<file path="config.mk">
export PLATFORM = sky130hd
export DESIGN_NAME = mux_pipeline_stream
export DESIGN_NICKNAME = d
export VERILOG_FILES = /design/src/rtl/mux_pipeline_stream.sv
export SDC_FILE = /design/constraint.sdc
export NUM_CORES = 1
export LEC_CHECK = 0
export ABC_AREA = 0
export CORE_MARGIN = 4
export CORE_UTILIZATION = 45
export CTS_CLUSTER_SIZE = 10
export DETAILED_ROUTE_END_ITERATION = 10
export PLACE_DENSITY = 0.77
export SLEW_MARGIN = 0
export SYNTH_ARGS = -nofsm -noshare
export SYNTH_HDL_FRONTEND = slang
export SYNTH_SLANG_ARGS = --single-unit
</file>
<file path="constraint.sdc">
create_clock -name clk -period 1.9 [get_ports clk]
set_input_delay 0.19 -clock clk [delete_from_list [all_inputs] [get_ports clk]]
set_output_delay 0.19 -clock clk [all_outputs]
set_load 0.01 [all_outputs]
</file>
<file path="src/rtl/mux_pipeline_stream.sv">
// Registered N:1 multiplexer tree with a valid/ready stream handshake.
// Each stage carries its partial select results plus the full select, an error flag and a valid bit.
module mux_pipeline_stream #(
    parameter int unsigned WIDTH       = 8,
    parameter int unsigned INPUT_COUNT = 8,
    parameter int unsigned RADIX       = 2
) (
    input  logic                             clk,
    input  logic                             rst,
    input  logic [WIDTH*INPUT_COUNT-1:0]     in_data,
    input  logic [$clog2(INPUT_COUNT)-1:0]   in_sel,
    input  logic                             in_valid,
    output logic                             in_ready,
    output logic [WIDTH-1:0]                 out_data,
    output logic [$clog2(INPUT_COUNT)-1:0]   out_sel,
    output logic                             out_err,
    output logic                             out_valid,
    input  logic                             out_ready
);

    localparam int unsigned SEL_W  = $clog2(INPUT_COUNT);
    localparam int unsigned RS     = $clog2(RADIX);
    localparam int unsigned STAGES = (SEL_W + RS - 1) / RS;

    // Number of words feeding stage k (lanes for k = 0, previous-stage nodes otherwise).
    function automatic int unsigned leaves_at(input int unsigned k);
        int unsigned n;
        n = INPUT_COUNT;
        for (int unsigned i = 0; i < k; i++) begin
            n = (n + RADIX - 1) / RADIX;
        end
        return n;
    endfunction

    for (genvar k = 0; k < STAGES; k++) begin : g_stage
        localparam int unsigned N_IN  = leaves_at(k);
        localparam int unsigned N_OUT = leaves_at(k + 1);
        localparam int unsigned N_PAD = N_OUT * RADIX;
        localparam int unsigned SHIFT = k * RS;

        logic [N_IN*WIDTH-1:0]  w_src_data;
        logic [SEL_W-1:0]       w_src_sel;
        logic                   w_src_err;
        logic                   w_src_valid;
        logic                   w_down_ready;
        logic                   w_ready;
        logic [N_PAD*WIDTH-1:0] w_pad_data;
        logic [RS-1:0]          w_digit;
        logic [N_OUT*WIDTH-1:0] w_next_data;

        logic [N_OUT*WIDTH-1:0] r_data;
        logic [SEL_W-1:0]       r_sel;
        logic                   r_err;
        logic                   r_valid;

        if (k == 0) begin : g_head
            assign w_src_data  = in_data;
            assign w_src_sel   = in_sel;
            assign w_src_err   = 32'(in_sel) >= INPUT_COUNT;
            assign w_src_valid = in_valid;
        end else begin : g_tail
            assign w_src_data  = g_stage[k-1].r_data;
            assign w_src_sel   = g_stage[k-1].r_sel;
            assign w_src_err   = g_stage[k-1].r_err;
            assign w_src_valid = g_stage[k-1].r_valid;
        end

        if (k == STAGES - 1) begin : g_last
            assign w_down_ready = out_ready;
        end else begin : g_mid
            assign w_down_ready = g_stage[k+1].w_ready;
        end

        // Missing leaves/children zero-extend; select bits past SEL_W shift in as 0.
        assign w_pad_data = (N_PAD*WIDTH)'(w_src_data);
        assign w_digit    = RS'(w_src_sel >> SHIFT);
        assign w_ready    = !r_valid || w_down_ready;

        always_comb begin
            w_next_data = '0;
            for (int unsigned j = 0; j < N_OUT; j++) begin
                for (int unsigned m = 0; m < RADIX; m++) begin
                    if (w_digit == RS'(m)) begin
                        w_next_data[j*WIDTH +: WIDTH] = w_pad_data[(j*RADIX+m)*WIDTH +: WIDTH];
                    end
                end
            end
            if ((k == STAGES - 1) && w_src_err) begin
                w_next_data = '0;
            end
        end

        always_ff @(posedge clk or posedge rst) begin
            if (rst) begin
                r_data  <= '0;
                r_sel   <= '0;
                r_err   <= 1'b0;
                r_valid <= 1'b0;
            end else if (w_ready) begin
                r_data  <= w_next_data;
                r_sel   <= w_src_sel;
                r_err   <= w_src_err;
                r_valid <= w_src_valid;
            end
        end
    end

    assign in_ready  = g_stage[0].w_ready;
    assign out_data  = g_stage[STAGES-1].r_data;
    assign out_sel   = g_stage[STAGES-1].r_sel;
    assign out_err   = g_stage[STAGES-1].r_err;
    assign out_valid = g_stage[STAGES-1].r_valid;

endmodule
</file>
==> impl_metrics.tcl <==
set metrics [dict create \
    outcome "finished clean" \
    clockBufferDepth 2 \
    ant_nets 0 \
    core_sq_um 7290 \
    ir_worst_vdd_mv 0.363 \
    setup_tns_ns 0 \
    grt_first_pass_wirelength_mm 10.6 \
    p_per_area_nw_per_um2 920 \
    report.final.slew_viol_count 0 \
    dp_hpwl_mm 4.60 \
    mostFrequentLayoutCells "clkdlybuf4s50_1 (82), dfrtp_1 (68), mux2_1 (54)" \
    crit_path_top_delay_cell "clkdlybuf4s50_1" \
    root_buffer "clkbuf_8" \
    die_w_um 94.9 \
    synth_warnings 0 \
    critPathRequiredTime_ns 1.71 \
    cts_buffers 9 \
    postSynthCellCount 212 \
    insertion_delay_ns 0.33 \
    fin_crit_sh_pct 95.6 \
    post_cts_buffers 0 \
    hold_viol_final 0 \
    overflow 0 \
    clkSlewWorstSetupHoldPaths_ns 0.08 \
    drive_gt1_share_pct 30.4 \
    cts_tree "built" \
    mostFrequentLayoutCell "clkdlybuf4s50_1" \
    setup_viol 0 \
    htreeDepth 3 \
    p_int_mw 3.14 \
    worstSetupStartpointType "register" \
    synth_area_leaders "dfrtp_1 (50%), mux2_1 (18%), mux2_4 (17%)" \
    row_count 31 \
    drc_errors 0 \
    ys_seq_area_share_pct 50.0 \
    timing.fmax_mhz 551 \
    num_vias 1968 \
    cts_num_sinks 68 \
    swShare_pct 24.6 \
    maxCapViolCount 0 \
    num_io_pins 85 \
    port_buffers 83 \
    antenna_cells 0 \
    power.total_mw 4.17 \
    drt-pass1-iter-count 4 \
    worstPathCellList "nand4b_1, clkdlybuf4s50_1" \
    ys_seq_elements 68 \
    rsz0062_at_grt "false" \
    syn-num-nets 283 \
    hold_class "in2async" \
    cp_max_fo 4 \
    p_comb_share_pct 24.8 \
    synth_cell_types 13 \
    routedWlPerCell_um 16.1 \
    place_area_sq_um 4320 \
    antenna_found_initial 0 \
    skew_ns 0.0114 \
    final_area_sq_um 4530 \
    grt_pass1_vias 2147 \
    dieArea_sq_um 9010 \
    yosysTopAreaCell "dfrtp_1" \
    post_cts_resized 0 \
    arrival_ns 1.63 \
    grt_usage_pct 15.5 \
    synth_top_area_share_pct 50.0 \
    critPathKind "reg2out" \
    routed_wl_mm 6.49 \
    p_clk_share_pct 30.3 \
    seq_power_share_pct 44.9 \
    die_h_um 94.9 \
    ctsHoldBuffers 0 \
    crit_path_end_kind "primary output" \
    syn-cell-area_sq_um 3400 \
    layout_min_cycle_time_ns 1.82 \
    grt_max_degree 69 \
    area_growth_pct 33.2 \
    start_util_pct 46.6 \
    avgSynthCellArea_sq_um 16.0 \
    first_iter_violations 73 \
    switchingPower_mw 1.03 \
    gp_congestion 0.731 \
    max_stage_delay_ns 0.61 \
    nNetsFinal 369 \
    viasPerCell 4.90 \
    p_leak_nw 1.98 \
]
cell usage after synthesis, drive strengths merged:
| library cell | number |
|---|---|
| nand4b | 1 |
| buf | 15 |
| nand2b | 4 |
| mux2 | 121 |
| inv | 1 |
| conb | 1 |
| nand3b | 1 |
| dfrtp | 68 |
kinds of logic after synthesis:
group	after synthesis	share of synthesized area, %
buffers and inverters	16	4.27
flip-flops	68	50.0
multiplexers	121	44.4
other	1	0.110
AND/OR/NAND/NOR	6	1.21
power groups by stage:
stage	Combinational [mW]	Clock (mW)	Sequential, mW
floorplan	0.607	0	1.88
global placement	1.02	0	1.88
detailed placement	1.05	0	1.90
CTS	1.05	1.30	1.87
global route	1.12	1.36	1.91
finish	1.03	1.26	1.87
registers in the layout, indices dropped and copies added, names as in the netlist:
name / cells
out_data: 8
g_stage.r_valid: 2
g_stage.r_data: 48
g_stage.r_sel: 6
out_valid: 1
out_sel: 3
worst paths after layout:
| kind | endpoint | slack (ns) | depth (start not counted) | start |
|---|---|---|---|---|
| worst min register to register | g_stage[1].r_valid | 0.48 | 1 | g_stage[0].r_valid |
| worst max-delay path | in_ready | 0.08 | 2 | out_valid |
| worst min-delay path | out_data[3] | 0.28 | 3 | rst |
| worst max register to register | g_stage[0].r_data[30] | 0.46 | 3 | out_valid |
| max in group asynchronous | g_stage[1].r_sel[2] | 1.31 | 3 | rst |
| min in group clk | g_stage[0].r_sel[0] | 0.40 | 3 | in_sel[0] |
metal layers:
| metal | part of all wire [%] | routed length [um] | up-vias | global-route usage (%) |
|---|---|---|---|---|
| li1 | - | - | 928 | - |
| met1 | 46 | 2970 | 977 | 20.2 |
| met2 | 47 | 3020 | 59 | 24.6 |
| met3 | 6.8 | 444 | 4 | 4.86 |
| met4 | 0.72 | 47 | 0 | 5.05 |
| met5 | 0 | 0 | - | 0 |
per-stage QoR:
stage / setup WS (ns) / hold WS [ns] / utilization, % / std cells
final: 0.0836 / 0.276 / 62.1 / 402
after global routing: 0.00867 / 0.327 / 62.1 / 402
after CTS: 0.0396 / 0.302 / 62.1 / 402
after detailed placement: 0.116 / 0.463 / 59.2 / 386
after global placement: 0.113 / 0.462 / 59.2 / 386
after floorplan: 0.559 / 0.298 / - / 212
cell type report:
type                       count  area (sq um)
fill                         567          2760
sequential                    68          1700
multi-input combinational    128          1550
timing repair buffer          90           928
clock buffer                   9           124
tap                           99           124
clock inverter                 7          91.3
inverter                       1          7.51
critical path, delay by kind of cell (launching register included):
kind	cells	cell delay (ns)
and+or+nand+nor	1	0.27
DFF	1	0.42
buffers and inverters	1	0.61
No activity file was read; power rests on OpenSTA's default activity.
